==> src/rtl/digit_scan_pkg.sv <==
// Shared types and the digit-selection helper for the digit scan sequencer.
package digit_scan_pkg;

  localparam int NUM_DIGITS = 4;

  typedef enum logic [1:0] {
    IDLE  = 2'd0,
    BLANK = 2'd1,
    SHOW  = 2'd2
  } scan_state_t;

  // Result of a mask search: chosen digit plus a flag set when every digit is masked.
  typedef struct packed {
    logic       none;
    logic [1:0] idx;
  } pick_t;

  // Cyclic search starting at 'start' for the first digit whose mask bit is 0.
  // Walking the offsets from high to low lets the smallest offset win.
  function automatic pick_t first_unmasked(input logic [NUM_DIGITS-1:0] mask,
                                           input logic [1:0]            start);
    pick_t      r;
    logic [1:0] cand;
    r.none = 1'b1;
    r.idx  = start;
    for (int k = NUM_DIGITS - 1; k >= 0; k--) begin
      cand = start + 2'(k);
      if (!mask[cand]) begin
        r.none = 1'b0;
        r.idx  = cand;
      end
    end
    return r;
  endfunction

endpackage

==> src/rtl/digit_scan_sequencer_pick.sv <==
// Combinational wrapper around first_unmasked; the top feeds it either
// digit 0 (leaving IDLE) or the digit after the current one (advancing).
module digit_pick
  import digit_scan_pkg::*;
(
  input  logic [NUM_DIGITS-1:0] mask_i,
  input  logic [1:0]            start_i,
  output logic [1:0]            idx_o,
  output logic                  none_o
);

  pick_t pick_d;

  assign pick_d = first_unmasked(mask_i, start_i);
  assign idx_o  = pick_d.idx;
  assign none_o = pick_d.none;

endmodule

==> src/rtl/digit_scan_sequencer.sv <==
// Scans four display digits through a 2-to-4 decoder: each digit gets a
// blanking interval (decoder disabled) and then an on interval. The select
// lines only move while the decoder is disabled, which avoids ghosting.
module digit_scan_sequencer
  import digit_scan_pkg::*;
#(
  parameter int BLANK_CYCLES = 2,
  parameter int SHOW_CYCLES  = 8
) (
  input  logic                  clk,
  input  logic                  rst,
  input  logic                  run,
  input  logic [NUM_DIGITS-1:0] digit_mask,
  output logic [1:0]            ip,
  output logic                  Enable,
  output logic                  tick,
  output logic                  frame_done
);

  localparam int MAX_CYCLES = (BLANK_CYCLES > SHOW_CYCLES) ? BLANK_CYCLES : SHOW_CYCLES;
  localparam int CW         = $clog2(MAX_CYCLES + 1);
  localparam logic [CW-1:0] BLANK_LOAD = CW'(BLANK_CYCLES - 1);
  localparam logic [CW-1:0] SHOW_LOAD  = CW'(SHOW_CYCLES - 1);

  scan_state_t   state_q;
  logic [1:0]    idx_q;
  logic [CW-1:0] cnt_q;
  // Set while parked in BLANK because every digit was masked at an advance.
  logic          wait_q;
  logic [1:0]    ip_q;
  logic          enable_q;
  logic          tick_q;
  logic          frame_done_q;

  logic [1:0]    pick_start_d;
  logic [1:0]    pick_idx_d;
  logic          pick_none_d;

  // Leaving IDLE always restarts from the lowest unmasked digit; otherwise
  // search from the digit after the current one so the current digit comes last.
  assign pick_start_d = (state_q == IDLE) ? 2'd0 : (idx_q + 2'd1);

  digit_pick u_pick (
    .mask_i  (digit_mask),
    .start_i (pick_start_d),
    .idx_o   (pick_idx_d),
    .none_o  (pick_none_d)
  );

  // Scan FSM with registered outputs; run=0 overrides every state.
  always_ff @(posedge clk or posedge rst) begin
    if (rst) begin
      state_q      <= IDLE;
      idx_q        <= 2'd0;
      cnt_q        <= '0;
      wait_q       <= 1'b0;
      ip_q         <= 2'b11;
      enable_q     <= 1'b1;
      tick_q       <= 1'b0;
      frame_done_q <= 1'b0;
    end else begin
      tick_q       <= 1'b0;
      frame_done_q <= 1'b0;
      if (!run) begin
        // idx is kept, but a restart re-chooses it from the mask anyway.
        state_q  <= IDLE;
        enable_q <= 1'b1;
        wait_q   <= 1'b0;
      end else begin
        case (state_q)
          IDLE: begin
            enable_q <= 1'b1;
            if (!pick_none_d) begin
              idx_q   <= pick_idx_d;
              ip_q    <= ~pick_idx_d;
              cnt_q   <= BLANK_LOAD;
              state_q <= BLANK;
            end
          end
          BLANK: begin
            if (wait_q) begin
              // A deferred advance completes as soon as any digit is unmasked,
              // followed by a full blanking interval on the new digit.
              if (!pick_none_d) begin
                idx_q        <= pick_idx_d;
                ip_q         <= ~pick_idx_d;
                cnt_q        <= BLANK_LOAD;
                wait_q       <= 1'b0;
                tick_q       <= 1'b1;
                frame_done_q <= (pick_idx_d <= idx_q);
              end
            end else if (cnt_q == '0) begin
              state_q  <= SHOW;
              cnt_q    <= SHOW_LOAD;
              enable_q <= 1'b0;
            end else begin
              cnt_q <= cnt_q - 1'b1;
            end
          end
          SHOW: begin
            if (cnt_q == '0) begin
              state_q  <= BLANK;
              enable_q <= 1'b1;
              cnt_q    <= BLANK_LOAD;
              if (pick_none_d) begin
                wait_q <= 1'b1;
              end else begin
                idx_q        <= pick_idx_d;
                ip_q         <= ~pick_idx_d;
                tick_q       <= 1'b1;
                frame_done_q <= (pick_idx_d <= idx_q);
              end
            end else begin
              cnt_q <= cnt_q - 1'b1;
            end
          end
          default: begin
            state_q  <= IDLE;
            enable_q <= 1'b1;
          end
        endcase
      end
    end
  end

  assign ip         = ip_q;
  assign Enable     = enable_q;
  assign tick       = tick_q;
  assign frame_done = frame_done_q;

endmodule

==> config.mk <==
export PLATFORM = sky130hd
export DESIGN_NAME = digit_scan_sequencer
export DESIGN_NICKNAME = d
export VERILOG_FILES = /design/src/rtl/digit_scan_pkg.sv /design/src/rtl/digit_scan_sequencer_pick.sv /design/src/rtl/digit_scan_sequencer.sv
export SDC_FILE = /design/constraint.sdc
export NUM_CORES = 1
export LEC_CHECK = 0
export ABC_CLOCK_PERIOD_IN_PS = 6000
export BUFFER_PORTS_ARGS = -buffer_cell sky130_fd_sc_hd__clkbuf_2
export CELL_PAD_IN_SITES_DETAIL_PLACEMENT = 2
export CELL_PAD_IN_SITES_GLOBAL_PLACEMENT = 2
export CORE_UTILIZATION = 37
export DETAILED_ROUTE_END_ITERATION = 12
export GPL_TIMING_DRIVEN = 0
export MAX_ROUTING_LAYER = met4
export PLACE_DENSITY = 0.82
export SLEW_MARGIN = 15
export SYNTH_ARGS = -nofsm -noshare
export SYNTH_HDL_FRONTEND = slang
export SYNTH_HIERARCHICAL = 1
export SYNTH_SLANG_ARGS = --single-unit
==> constraint.sdc <==
create_clock -name clk -period 6 [get_ports clk]
set_input_delay 0.9 -clock clk [delete_from_list [all_inputs] [get_ports clk]]
set_output_delay 0.9 -clock clk [all_outputs]
set_load 0.005 [all_outputs]
# Word-level counts from Yosys, hierarchy flattened
# Cells that the tools add are included.
word_totals:
  reg_bits: 14
  in_bits: 7
  output_inout_bits: 5
  elab_cells: 90
op_classes:
  n_addsub: 5
  magnitude_cmp: 5
  n_eq_ne: 10
  muxes: 53
  bitwise_logic: 1
  n_reduce_logical: 8
ops:
  columns: ["op", "count"]
  rows:
  - ["$mux 2", 12]
  - ["$mux 1", 21]
  - ["$pmux 2 s3", 3]
  - ["$mux 4", 4]
  - ["$lt 2x3->1 const B", 4]
  - ["$mux 3", 4]
  - ["$ne 3x3->1 const B", 4]
  - ["$pmux 4 s3", 1]
  - ["$bmux 1 s2", 4]
  - ["$pmux 1 s2", 4]
  - ["$reduce_and 4->1", 2]
  - ["$reduce_and 3->1", 2]
  - ["$add 2x1->2 const B", 2]
  - ["$add 2x2->2 const B", 2]
  - ["$logic_not 4->1", 1]
  - ["$ne 2x2->1 const B", 2]
  - ["$sub 4x1->4 const B", 1]
  - ["$ne 3x1->1 const B", 1]
  - ["$ne 3x2->1 const B", 1]
  - ["$reduce_bool 3->1", 1]
  - ["$eq 2x1->1 const B", 1]
  - ["$eq 2x2->1 const B", 1]
  - ["$le 2x2->1", 1]
  - ["$logic_not 2->1", 1]
  - ["2 further kinds", 2]

# Depth between registers and ports, before layout
# Gate-level depths: netlist (run 1).
logic_depth:
  word_depth: 14
  depth_mapped: 12
  depth_no_buf: 12

# Modules after synthesis
# Netlist (run 1), hierarchy kept.
modules_own_cells:
  columns: ["mod", "instances", "cells_each", "area_per_inst_um2", "seq_area_each_um2"]
  rows:
  - ["digit_scan_sequencer", 1, 90, 885.8, 354.1]
  - ["digit_pick", 1, 15, 88.8, 0.0]

# Worst setup path before layout (run 1)
# Ideal clock, no wire load.
synth_timing:
  path_kind: "input port to flip-flop"
  start: "in digit_mask[1]"
  end: "reg idx_q[0]"
  setup_time_ns: 0.125
  arrival_ns: 1.885
  t_required_ns: 5.875
  setup_slack_ns: 3.990
  path_stages: 6
  n_path_buf: 1
  cell_sequence: "nand2_1 nor2_1 clkbuf_1 nor2b_1 o311ai_2 mux2_2"
synth_via:
  elab_chain_cells: 9
  word_cells_on_any_way: 16
  cone_classes: "mux: 16"
synth_lines:
  columns: ["element", "line_no", "text"]
  rows:
  - ["from (decl)", "digit_scan_sequencer.sv:13", "input logic [NUM_DIGITS-1:0] digit_mask,"]
  - ["$bmux 1 s2", "digit_scan_pkg.sv:28", "if (!mask[cand]) begin"]
  - ["$mux 1 (implied by the code)", "digit_scan_pkg.sv:28", null]
  - ["$mux 3 (3 in series)", "digit_scan_pkg.sv:28", null]
  - ["$mux 3 (*)", "digit_scan_pkg.sv:28", null]
  - ["net pick_none_d", "digit_scan_sequencer.sv:37", "logic pick_none_d;"]
  - ["$mux 2 (*)", "digit_scan_sequencer.sv:73, digit_scan_sequencer.sv:84, digit_scan_sequencer.sv:105", null]
  - ["$mux 2 (on tied branches)", "digit_scan_sequencer.sv:101, digit_scan_sequencer.sv:81", null]
  - ["$pmux 2 s3 (*)", "digit_scan_sequencer.sv:70", "case (state_q)"]
  - ["to (signal assigned)", "digit_scan_sequencer.sv:74", "idx_q <= pick_idx_d;"]
  - ["to (signal assigned)", "digit_scan_sequencer.sv:85", "idx_q <= pick_idx_d;"]
  - ["to (signal assigned)", "digit_scan_sequencer.sv:108", "idx_q <= pick_idx_d;"]
  - ["to (decl)", "digit_scan_sequencer.sv:26", "logic [1:0] idx_q;"]
# The timed path passes the listed nets; every way through them passes the cells marked *. The select of a mux whose other input is x is not followed.
# A chain may end at the register's enable or synchronous reset.

# Worst setup path in the final report (run 1)
layout_timing:
  start: "reg state_q[0]"
  end: "reg frame_done_q (netlist: frame_done)"
layout_via:
  elab_chain_cells: 14
  word_cells_on_any_way: 25
  cone_classes: "add/sub: 3; order compare: 1; eq/ne: 2; mux: 18; reduce/logical: 1"
layout_lines:
  columns: ["element", "line_no", "text"]
  rows:
  - ["from (decl)", "digit_scan_sequencer.sv:25", "scan_state_t state_q;"]
  - ["from (signal assigned)", "digit_scan_sequencer.sv:53", "state_q <= IDLE;"]
  - ["from (signal assigned)", "digit_scan_sequencer.sv:66", "state_q <= IDLE;"]
  - ["from (signal assigned)", "digit_scan_sequencer.sv:77", "state_q <= BLANK;"]
  - ["$logic_not 2->1 (*)", "digit_scan_sequencer.sv:41", "assign pick_start_d = (state_q == IDLE) ? 2'd0 : (idx_q + 2'd1);"]
  - ["$mux 2 (*)", "digit_scan_sequencer.sv:41", null]
  - ["net pick_start_d[1]", "digit_scan_sequencer.sv:35", "logic [1:0] pick_start_d;"]
  - ["$add 2x2->2", "digit_scan_pkg.sv:27", "cand = start + 2'(k);"]
  - ["$bmux 1 s2", "digit_scan_pkg.sv:28", null]
  - ["$mux 1 (implied by the code)", "digit_scan_pkg.sv:28", null]
  - ["$mux 3 (3 in series)", "digit_scan_pkg.sv:28", null]
  - ["$mux 3 (*)", "digit_scan_pkg.sv:28", null]
  - ["net pick_idx_d[1]", "digit_scan_sequencer.sv:36", "logic [1:0] pick_idx_d;"]
  - ["$le 2x2->1 (*)", "digit_scan_sequencer.sv:90, digit_scan_sequencer.sv:111", null]
  - ["$mux 1 (*)", "digit_scan_sequencer.sv:84, digit_scan_sequencer.sv:105", null]
  - ["$mux 1 (on tied branches)", "digit_scan_sequencer.sv:101, digit_scan_sequencer.sv:81", null]
  - ["$pmux 1 s2 (*)", "digit_scan_sequencer.sv:70", null]
  - ["$mux 1 (*)", "digit_scan_sequencer.sv:64", "if (!run) begin"]
  - ["to (signal assigned)", "digit_scan_sequencer.sv:90", "frame_done_q <= (pick_idx_d <= idx_q);"]
  - ["to (signal assigned)", "digit_scan_sequencer.sv:111", "frame_done_q <= (pick_idx_d <= idx_q);"]
  - ["to (decl)", "digit_scan_sequencer.sv:33", "logic frame_done_q;"]
# Marked as above.

==> metrics, run 1 <==
result of the run=finished clean; worst hold-check path type=reg2reg; CTS sink cnt=14; number of gates given a new drive strength after cts=0; buffers inserted by post-CTS timing repair=0; critical path arrival=2.58 ns; number of fill cells=287; Remaining Overflow, GRT=0; Area Overhead vs Synth=13.2%; root buffer selected by CTS=sky130_fd_sc_hd__clkbuf_4; slowest cell delay on critical path=0.39 ns; net count of the mapped netlist=120; main area contributors after synthesis=sky130_fd_sc_hd__dfrtp_1, sky130_fd_sc_hd__ha_1, sky130_fd_sc_hd__dfstp_2; largest area contributor in the synthesized netlist=sky130_fd_sc_hd__dfrtp_1; number of distinct library cells after synthesis=39; kind of start point of the critical path=flip-flop; syn avg cell area=9.28 um2; die footprint=2840 um2; clock edge transition at the registers on the reported setup and hold paths=0.10 ns; Critical Setup Path Class=reg2reg; die width=53.3 um; post-cts hold buffer count=0; Setup Viol. Count Final=0; number of standard cells after synthesis=105; post-synthesis cell area=975 um2; area of the placeable core=2480 um2; violation count after the first detailed-routing iteration=10; routability-driven placement congestion ratio=0.728; number of port buffers=11; reported leakage power=0.512 nW; effective utilization at floorplan=0.393; number of antenna repair diodes=0; placed standard-cell area=1070 um2; Setup TNS=0 ns; Core Rows=18; post-route ant nets=0; htree depth=1; capturing element type of the critical path=flip-flop; deepest clock path buffer count=2; number of antenna violations at the first check in global routing=0; CTS tree=built; cts bufs inserted=3; NumNets Final=136; unrepaired setup endpoints after global routing=no; detailed-route wire length per cell=17.2 um; source of the worst register-to-register timing path=state_q[0]; capture instance of the worst register-to-register path=frame_done; worst voltage drop across the vdd grid=0.204 mV; Min Hold Slack=0.509 ns; global-route wire length before repair=4260 um; post-route cell area=1100 um2; Worst Tran Pin Value=0.558 ns; Slew HR=0.627; share of the yosys chip area belonging to registers=0.363; number of cells in the design after placement=146; Post-route DRC=0; area occupied by registers=354 um2; number of global-route vias before repair=852; Clock Latency Late Sink=0.29 ns; die span in y=53.3 um; I/O pin total=12; number of register bits inferred by synthesis=14; DP HPWL=2000 um; worst path cell trace=inv_1, ha_1, nor2_1, nor3b_1, a311oi_1, nor2_1, ha_1, a21oi_1, a21oi_1, nor3_1; Hold Crit Start=ip[1]; max-slew violation total from the final report=0; register-to-register path setup slack=3.64 ns; area fraction of the dominant cell type after synthesis=0.282; depth of the worst register-to-register path=10; power density over cell area=474 nW/um2; via/cell ratio=5.55; total length of routed wires=2580 um; share of the cycle needed by the critical path after routing=0.394; maximum fanout along the worst path=6; final cell count without fillers=150; data required time at the worst endpoint=6.21 ns; overall via count from detail_route=833; number of stages on the worst hold path=2; clock period minus worst slack=2.36 ns; sink of the worst hold path=ip[1]; Power Total=0.000523 W; max-cap check violation count=0; footprint of the multi-input gates=563 um2; Worst Skew=0.00707 ns; drt pass-1 iters=4; Hold Fails Final Rpt=0; GR Util All Layers=0.218; highest-delay cell along the critical path=sky130_fd_sc_hd__dfrtp_1; proportion of layout cells with a drive suffix above 1=0.217; pin count of the biggest net entering global routing=15; Warnings, synthesis=6; maximum achievable frequency=0.423 GHz
cells in the mapped netlist:
master                      count
sky130_fd_sc_hd__nand2_1        7
sky130_fd_sc_hd__a41oi_1        1
sky130_fd_sc_hd__a211oi_2       1
sky130_fd_sc_hd__a311oi_1       1
sky130_fd_sc_hd__or3b_1         1
sky130_fd_sc_hd__ha_1           8
sky130_fd_sc_hd__a21oi_2        1
sky130_fd_sc_hd__or2b_1         1
sky130_fd_sc_hd__dfrtp_1       11
sky130_fd_sc_hd__nor3b_1        2
sky130_fd_sc_hd__a21boi_0       1
sky130_fd_sc_hd__nor2b_1        3
sky130_fd_sc_hd__and2_1         1
sky130_fd_sc_hd__or2_1          1
sky130_fd_sc_hd__xnor2_1        3
sky130_fd_sc_hd__clkbuf_1       2
sky130_fd_sc_hd__nor2_1         6
sky130_fd_sc_hd__a222oi_1       1
sky130_fd_sc_hd__a21oi_1        8
sky130_fd_sc_hd__a32oi_1        1
sky130_fd_sc_hd__or4b_1         1
sky130_fd_sc_hd__a21o_1         1
sky130_fd_sc_hd__o21ai_0        8
sky130_fd_sc_hd__o211a_1        1
sky130_fd_sc_hd__xor2_1         1
sky130_fd_sc_hd__nand2b_1       1
sky130_fd_sc_hd__o2111ai_1      1
sky130_fd_sc_hd__buf_2          1
sky130_fd_sc_hd__o22ai_1        1
sky130_fd_sc_hd__o311ai_2       1
sky130_fd_sc_hd__a31oi_1        1
sky130_fd_sc_hd__mux2i_1        2
sky130_fd_sc_hd__nor3_1         2
sky130_fd_sc_hd__dfstp_2        3
sky130_fd_sc_hd__o221a_2        1
sky130_fd_sc_hd__a211oi_1       2
sky130_fd_sc_hd__inv_1         12
sky130_fd_sc_hd__a221o_1        1
sky130_fd_sc_hd__mux2_2         3
flip-flops by register name, summed over array words and instances, names as in the netlist:
signal      cells
state_q         2
frame_done      1
wait_q          1
tick            1
Enable          1
ip              2
cnt_q           4
idx_q           2
critical path, delay by kind of cell, from the launching register on:
| kind | cells | cell delay [ns] |
|---|---|---|
| simple gates | 4 | 0.72 |
| fa+ha+maj | 2 | 0.59 |
| compound gates | 3 | 0.49 |
| flops | 1 | 0.39 |
| buf+inv | 1 | 0.10 |
per-stage QoR:
stage	setup slack [ns]	utilization
floorplan	3.99	-
global placement	3.69	0.431
detailed placement	3.56	0.431
CTS	3.61	0.445
global route	3.35	0.445
finish	3.64	0.445
logic make-up after synthesis:
kind of cell    after synthesis  share of synthesized area
flops                        14                      0.363
simple gates                 26                      0.141
buf+inv                      15                     0.0590
compound gates               33                      0.243
xor+xnor                      4                     0.0360
fa+ha+maj                     8                      0.103
mux                           5                     0.0552
report_power, final:
| group | total [W] | leakage (nW) | switching, W | internal, W |
|---|---|---|---|---|
| sequential | 0.000156 | 0.177 | 0.0000266 | 0.000129 |
| combinational | 0.000295 | 0.314 | 0.000170 | 0.000126 |
| clock | 0.0000717 | 0.0210 | 0.0000347 | 0.0000370 |
| total | 0.000523 | 0.512 | 0.000231 | 0.000292 |
cells in the final DEF, fill, tap and decap left out, drive strengths merged, types with 6 or more instances in the layout:
cell type,count
a21oi,9
clkbuf,17
nor2,6
dfrtp,11
ha,8
nand2,7
inv,12
o21ai,8
routing by layer:
| metal | share of wire | up-vias | GRT usage | wire (um) |
|---|---|---|---|---|
| met3 | 0.031 | 2 | 0.0603 | 80 |
| li1 | - | 405 | - | - |
| met5 | 0 | - | - | 0 |
| met1 | 0.47 | 413 | 0.286 | 1210 |
| met4 | 0.0039 | 0 | 0.0263 | 10 |
| met2 | 0.50 | 13 | 0.340 | 1280 |
area by class of cell:
| cell class | instances | area share |
|---|---|---|
| Multi-Input combinational cell | 76 | 0.510 |
| Sequential cell | 14 | 0.321 |
| Timing Repair Buffer | 11 | 0.0499 |
| Inverter | 12 | 0.0408 |
| Tap cell | 30 | 0.0340 |
| Clock buffer | 4 | 0.0329 |
| Buffer | 3 | 0.0113 |
worst max-delay path by stage:
stage / start / to / depth (start not counted)
after floorplan: digit_mask[1] / idx_q[0] / 6
after global placement: digit_mask[1] / idx_q[1] / 7
after detailed placement: digit_mask[1] / idx_q[1] / 7
after CTS: state_q[0] / frame_done / 10
after global routing: state_q[0] / frame_done / 10
final: state_q[0] / frame_done / 10
No activity file was read; power rests on OpenSTA's default activity.
==> inputs of run 2 (changes only) <==
ABC_CLOCK_PERIOD_IN_PS = 2300   (was 6000)
CORE_UTILIZATION = 35   (was 37)
PLACE_DENSITY = 0.78   (was 0.82)
clock period = 2.3 ns   (was 6 ns; I/O delays follow)
==> run 2 against run 1 <==
Against the previous run: die area increased by 5.5%; setup slack got worse by 3.5 ns; largest cell class unchanged; utilization decreased by 0.69 points; first-iteration DRC count decreased by 40%; routed wire length decreased by 6.8%; clock power increased to 2.5 times the previous value; global-route usage decreased by 2.1 points.
==> metrics, run 2 (same netlist as run 1, synthesis figures left out) <==
result of the run=finished clean; cell family contributing the most delay on the critical path=adder cells; area of the placeable core=2540 um2; power density over cell area=1230 nW/um2; GR Util All Layers=0.196; max-slew violation total from the final report=0; htree depth=1; post-route cell area=1120 um2; number of antenna violations at the first check in global routing=0; combinational group share of total power=0.570; Hold Fails Final Rpt=0; die footprint=3000 um2; Critical Setup Path Class=reg2reg; clock period minus worst slack=2.13 ns; effective utilization at floorplan=0.383; number of antenna repair diodes=0; number of port buffers=11; Clock Latency Late Sink=0.29 ns; register name with the most flops=cnt_q; Min Hold Slack=0.0782 ns; internal power consumption=0.000774 W; violation count after the first detailed-routing iteration=6; source of the worst register-to-register timing path=state_q[0]; Worst Tran Pin Value=0.568 ns; I/O pin total=12; Slew HR=0.621; global-route wire length before repair=3930 um; proportion of layout cells with a drive suffix above 1=0.242; overall via count from detail_route=833; DP HPWL=1920 um; slowest cell delay on critical path=0.41 ns; Worst Skew=0.00169 ns; detailed-route wire length per cell=16.1 um; capturing element type of the critical path=flip-flop; max reg flops=4; net switching component of the power=0.000594 W; die span in y=54.8 um; Worst path most repeated cell=sky130_fd_sc_hd__a21oi_1; switch share=0.434; share of total power in the clock network=0.132; pin count of the biggest net entering global routing=15; via/cell ratio=5.55; Area Overhead vs Synth=14.5%; maximum achievable frequency=0.469 GHz; clock edge transition at the registers on the reported setup and hold paths=0.09 ns; cts bufs inserted=3; number of fill cells=303; Post-route DRC=0; Setup TNS=0 ns; Remaining Overflow, GRT=0; most frequent cells in the layout=sky130_fd_sc_hd__inv_1, sky130_fd_sc_hd__dfrtp_1, sky130_fd_sc_hd__clkbuf_2; data required time at the worst endpoint=2.51 ns; leading cell type in the layout, fill and taps excluded=sky130_fd_sc_hd__inv_1; worst hold-check path type=in2async; drt pass-1 iters=4; NumNets Final=136; post-route ant nets=0; origin of the worst setup path=state_q[0]; reported leakage power=0.512 nW; die width=54.8 um; root buffer selected by CTS=sky130_fd_sc_hd__clkbuf_4; capture instance of the worst register-to-register path=frame_done; register-to-register path setup slack=0.17 ns; CTS sink cnt=14; maximum fanout along the worst path=6; placed standard-cell area=1070 um2; worst voltage drop across the vdd grid=0.719 mV; Core Rows=18; kind of start point of the critical path=flip-flop; critical path arrival=2.34 ns; deepest clock path buffer count=2; share of the cycle needed by the critical path after routing=0.926; CTS tree=built; worst path cell trace=inv_1, ha_2, nor2_2, or2_1, a21oi_1, nor2_1, ha_1, a21oi_1, a21oi_1, nor3_1; depth of the worst register-to-register path=10; number of global-route vias before repair=865; buffer and inverter count on the worst path=1; total length of routed wires=2410 um; highest-delay cell along the critical path=sky130_fd_sc_hd__dfrtp_1; routability-driven placement congestion ratio=0.773; Final Util=0.439; Power Total=0.00137 W; Reg power frac=0.298; max-cap check violation count=0; Setup Viol. Count Final=0
==> run 2: worst max path at each step <==
stage	to	slack, ns	cells after the start
floorplan	frame_done	0.30	10
global placement	frame_done	0.10	10
detailed placement	frame_done	0.01	10
CTS	frame_done	0.05	10
global route	frame_done	-0.00008	10
finish	frame_done	0.17	10
==> run 2: what timing repair did <==
| action | in CTS | in global routing |
|---|---|---|
| setup buffers | 0 | 0 |
| cloned | 0 | 0 |
| setup endpoints to repair | 1 | 1 |
| resized for setup | 1 | 3 |
| hold buffers | 0 | 0 |
==> run 2: power by group through the flow <==
stage	Combinational [W]	Clock, W	Sequential [W]
after floorplan	0.000575	0	0.000395
after global placement	0.000731	0	0.000403
after detailed placement	0.000764	0	0.000412
after CTS	0.000773	0.000191	0.000407
after global routing	0.000882	0.000200	0.000423
final	0.000779	0.000181	0.000407
==> run 2: stage by stage <==
step | cells | worst slack (ns)
3_3_place_gp | 146 | 0.103
4_1_cts | 150 | 0.0504
5_1_grt | 150 | -0.0000797
3_5_place_dp | 146 | 0.0139
2_1_floorplan | 105 | 0.302
6_report | 150 | 0.170
==> run 2: area by class of cell <==
class | count | area, um2 | share of cell area
Timing Repair Buffer | 11 | 55.1 | 0.0493
Inverter | 12 | 45.0 | 0.0404
Sequential cell | 14 | 354 | 0.317
Tap cell | 30 | 37.5 | 0.0336
Multi-Input combinational cell | 76 | 576 | 0.516
Clock buffer | 4 | 36.3 | 0.0325
Buffer | 3 | 12.5 | 0.0112
==> run 2: layer usage <==
layer / part of all wire / vias up / track usage
li1: - / 407 / -
met1: 0.43 / 412 / 0.210
met2: 0.54 / 11 / 0.353
met3: 0.032 / 3 / 0.0667
met4: 0.0042 / 0 / 0.0256
met5: 0 / - / -
==> inputs of run 3 (changes only) <==
RECOVER_POWER = 50   (was default)
SYNTH_HIERARCHICAL = default   (was 1)
==> run 3 against run 2 <==
Against the previous run: routed wire length rose by 27%; total power fell by 0.97%; via count rose by 12%; hold slack barely moved; first-iteration DRC count rose to 3.3 times the previous value; sequential power fell by 7.1%; largest cell class unchanged.
==> metrics, run 3 <==
count of flip-flops with a built-in enable after synthesis=0; GR Util All Layers=0.210; net count of the mapped netlist=131; fraction of the mapped netlist area in compound gates=0.250; Core Rows=19; post-route ant nets=0; die width=56.3 um; share of the yosys chip area belonging to registers=0.343; Worst Skew=0.00537 ns; deepest clock path buffer count=2; number of register bits inferred by synthesis=14; Worst Tran Pin Value=0.588 ns; Critical Setup Path Class=reg2reg; area of the placeable core=2780 um2; main combinational cell family by area after synthesis=compound AO/OA/AOI/OAI gates; share of the cycle needed by the critical path after routing=0.946; Remaining Overflow, GRT=0; post-place setup slack=0.0292 ns; largest area contributor in the synthesized netlist=sky130_fd_sc_hd__dfrtp_1; kind of start point of the critical path=flip-flop; max-slew violation total from the final report=0; source of the worst register-to-register timing path=state_q[0]; reported leakage power=0.528 nW; power density over cell area=1130 nW/um2; capture instance of the worst register-to-register path=frame_done; post-synthesis cell area=1030 um2; via/cell ratio=5.79; result of the run=finished clean; overall via count from detail_route=932; maximum achievable frequency=0.459 GHz; critical path arrival=2.37 ns; placed standard-cell area=1120 um2; routability-driven placement congestion ratio=0.771; number of port buffers=11; max-cap check violation count=0; violation count after the first detailed-routing iteration=20; depth of the worst register-to-register path=10; drt pass-1 iters=4; cts bufs inserted=3; number of antenna repair diodes=0; area fraction of the dominant cell type after synthesis=0.267; Slew HR=0.608; number of fill cells=315; capturing element type of the critical path=flip-flop; pin count of the biggest net entering global routing=15; CTS sink cnt=14; number of global-route vias before repair=1,060; Hold Fails Final Rpt=0; unrepaired setup endpoints after global routing=no; simple-gate share of the synthesized area=0.193; Setup TNS=0 ns; maximum fanout along the worst path=4; clock edge transition at the registers on the reported setup and hold paths=0.10 ns; proportion of layout cells with a drive suffix above 1=0.254; leading cell types by count after synthesis=sky130_fd_sc_hd__a21oi_1, sky130_fd_sc_hd__dfrtp_1, sky130_fd_sc_hd__inv_1, sky130_fd_sc_hd__nand2_1, sky130_fd_sc_hd__ha_1; Adder-Cell Fraction of Synth Area=0.121; effective utilization at floorplan=0.371; worst hold-check path type=in2async; setup slack of the critical path after layout=0.123 ns; max reg flops=4; die footprint=3170 um2; number of antenna violations at the first check in global routing=0; NumNets Final=148; main area contributors after synthesis=sky130_fd_sc_hd__dfrtp_1, sky130_fd_sc_hd__ha_1, sky130_fd_sc_hd__dfstp_2; number of standard cells after synthesis=114; post-route cell area=1200 um2; I/O pin total=12; Final Util=0.431; ys flop type=sky130_fd_sc_hd__dfrtp_1; root buffer selected by CTS=sky130_fd_sc_hd__clkbuf_4; Warnings, synthesis=0; Area Overhead vs Synth=16.4%; xor-xnor portion of the synthesized cell area=0.0170; register name with the most flops=cnt_q; clock period minus worst slack=2.18 ns; most frequent cells in the layout=sky130_fd_sc_hd__nand2_1, sky130_fd_sc_hd__dfrtp_1, sky130_fd_sc_hd__inv_1, sky130_fd_sc_hd__clkbuf_2, sky130_fd_sc_hd__a21oi_1; Clock Latency Late Sink=0.29 ns; detailed-route wire length per cell=19.0 um; worst voltage drop across the vdd grid=0.557 mV; register-to-register path setup slack=0.12 ns; post-synthesis async set-or-reset flop share=1.00; global-route wire length before repair=4950 um; htree depth=1; Setup Viol. Count Final=0; CTS tree=built; number of distinct library cells after synthesis=42; post-cts hold buffer count=0; DP HPWL=2210 um; Post-route DRC=0; portion of netlist area occupied by mux cells=0.0206; total length of routed wires=3060 um; syn avg cell area=9.04 um2; data required time at the worst endpoint=2.49 ns; die span in y=56.3 um
-- run 3: changes by cell type after synthesis, moves of 2 or more --
| cell | delta |
|---|---|
| sky130_fd_sc_hd__a31o_2 | +3 |
| sky130_fd_sc_hd__mux2_2 | -2 |
| sky130_fd_sc_hd__o22ai_1 | +2 |
| sky130_fd_sc_hd__and2_1 | +2 |
| sky130_fd_sc_hd__o21ai_0 | -5 |
| sky130_fd_sc_hd__nor3b_1 | -2 |
| sky130_fd_sc_hd__or3_1 | +2 |
| sky130_fd_sc_hd__ha_1 | +2 |
| sky130_fd_sc_hd__a21oi_1 | +3 |
| sky130_fd_sc_hd__nand2_1 | +4 |
-- run 3: kinds of logic after synthesis --
group | count (synthesis)
and+or+nand+nor | 36
AOI/OAI and AO/OA | 37
buffers and inverters | 13
DFF | 14
muxes | 2
adders and majority gates | 10
xor gates and xnor gates | 2
-- run 3: per-layer routing --
layer	part of all wire	vias up	global-route usage
met5	0	-	-
met4	0.017	0	0.0662
met3	0.014	4	0.0346
met2	0.56	9	0.388
met1	0.41	469	0.227
li1	-	450	-
-- run 3: what timing repair did --
| item | CTS | global route |
|---|---|---|
| gates resized for setup | 2 | 5 |
| endpoints found under the setup margin | 1 | 5 |
| setup buffers | 1 | 0 |
-- run 3: worst max-delay path by stage --
stage,startpoint,endpoint,slack (ns),cells after the start
global route,state_q[0],frame_done,0.008,10
floorplan,state_q[0],frame_done,0.31,10
detailed placement,state_q[0],frame_done,0.03,10
global placement,state_q[0],frame_done,0.13,8
CTS,state_q[0],frame_done,0.002,10
finish,state_q[0],frame_done,0.12,10
-- run 3: critical path, stage by stage (launching register included) --
cell and delay (ns):
sky130_fd_sc_hd__dfrtp_1 0.43, sky130_fd_sc_hd__inv_2 0.12, sky130_fd_sc_hd__ha_1 0.16, sky130_fd_sc_hd__nor2_1 0.08, sky130_fd_sc_hd__or2_2 0.30, sky130_fd_sc_hd__a31o_2 0.26
sky130_fd_sc_hd__and2_1 0.18, sky130_fd_sc_hd__ha_4 0.29, sky130_fd_sc_hd__a21oi_2 0.05, sky130_fd_sc_hd__a21oi_1 0.15, sky130_fd_sc_hd__nor3_2 0.06
-- run 3: layout make-up --
class                           count  area (um2)  area share
Multi-Input combinational cell     87         653       0.544
Sequential cell                    14         354       0.295
Timing Repair Buffer               12        61.3      0.0511
Inverter                           11        41.3      0.0344
Tap cell                           31        38.8      0.0323
Clock buffer                        4        36.3      0.0302
Buffer                              2        15.0      0.0125
-- run 3: through the flow --
step / cells / power, W / hold slack, ns
after floorplan: 114 / 0.000886 / 0.232
after global placement: 156 / 0.00105 / 0.410
after detailed placement: 156 / 0.00109 / 0.421
after CTS: 161 / 0.00130 / 0.101
after global routing: 161 / 0.00145 / 0.106
final: 161 / 0.00135 / 0.0777
-- run 3: power by group --
group          internal (W)  total [W]  switching (W)
logic              0.000342   0.000784       0.000442
clock network     0.0000965   0.000193      0.0000961
registers          0.000319   0.000378      0.0000583
total              0.000758    0.00135       0.000596
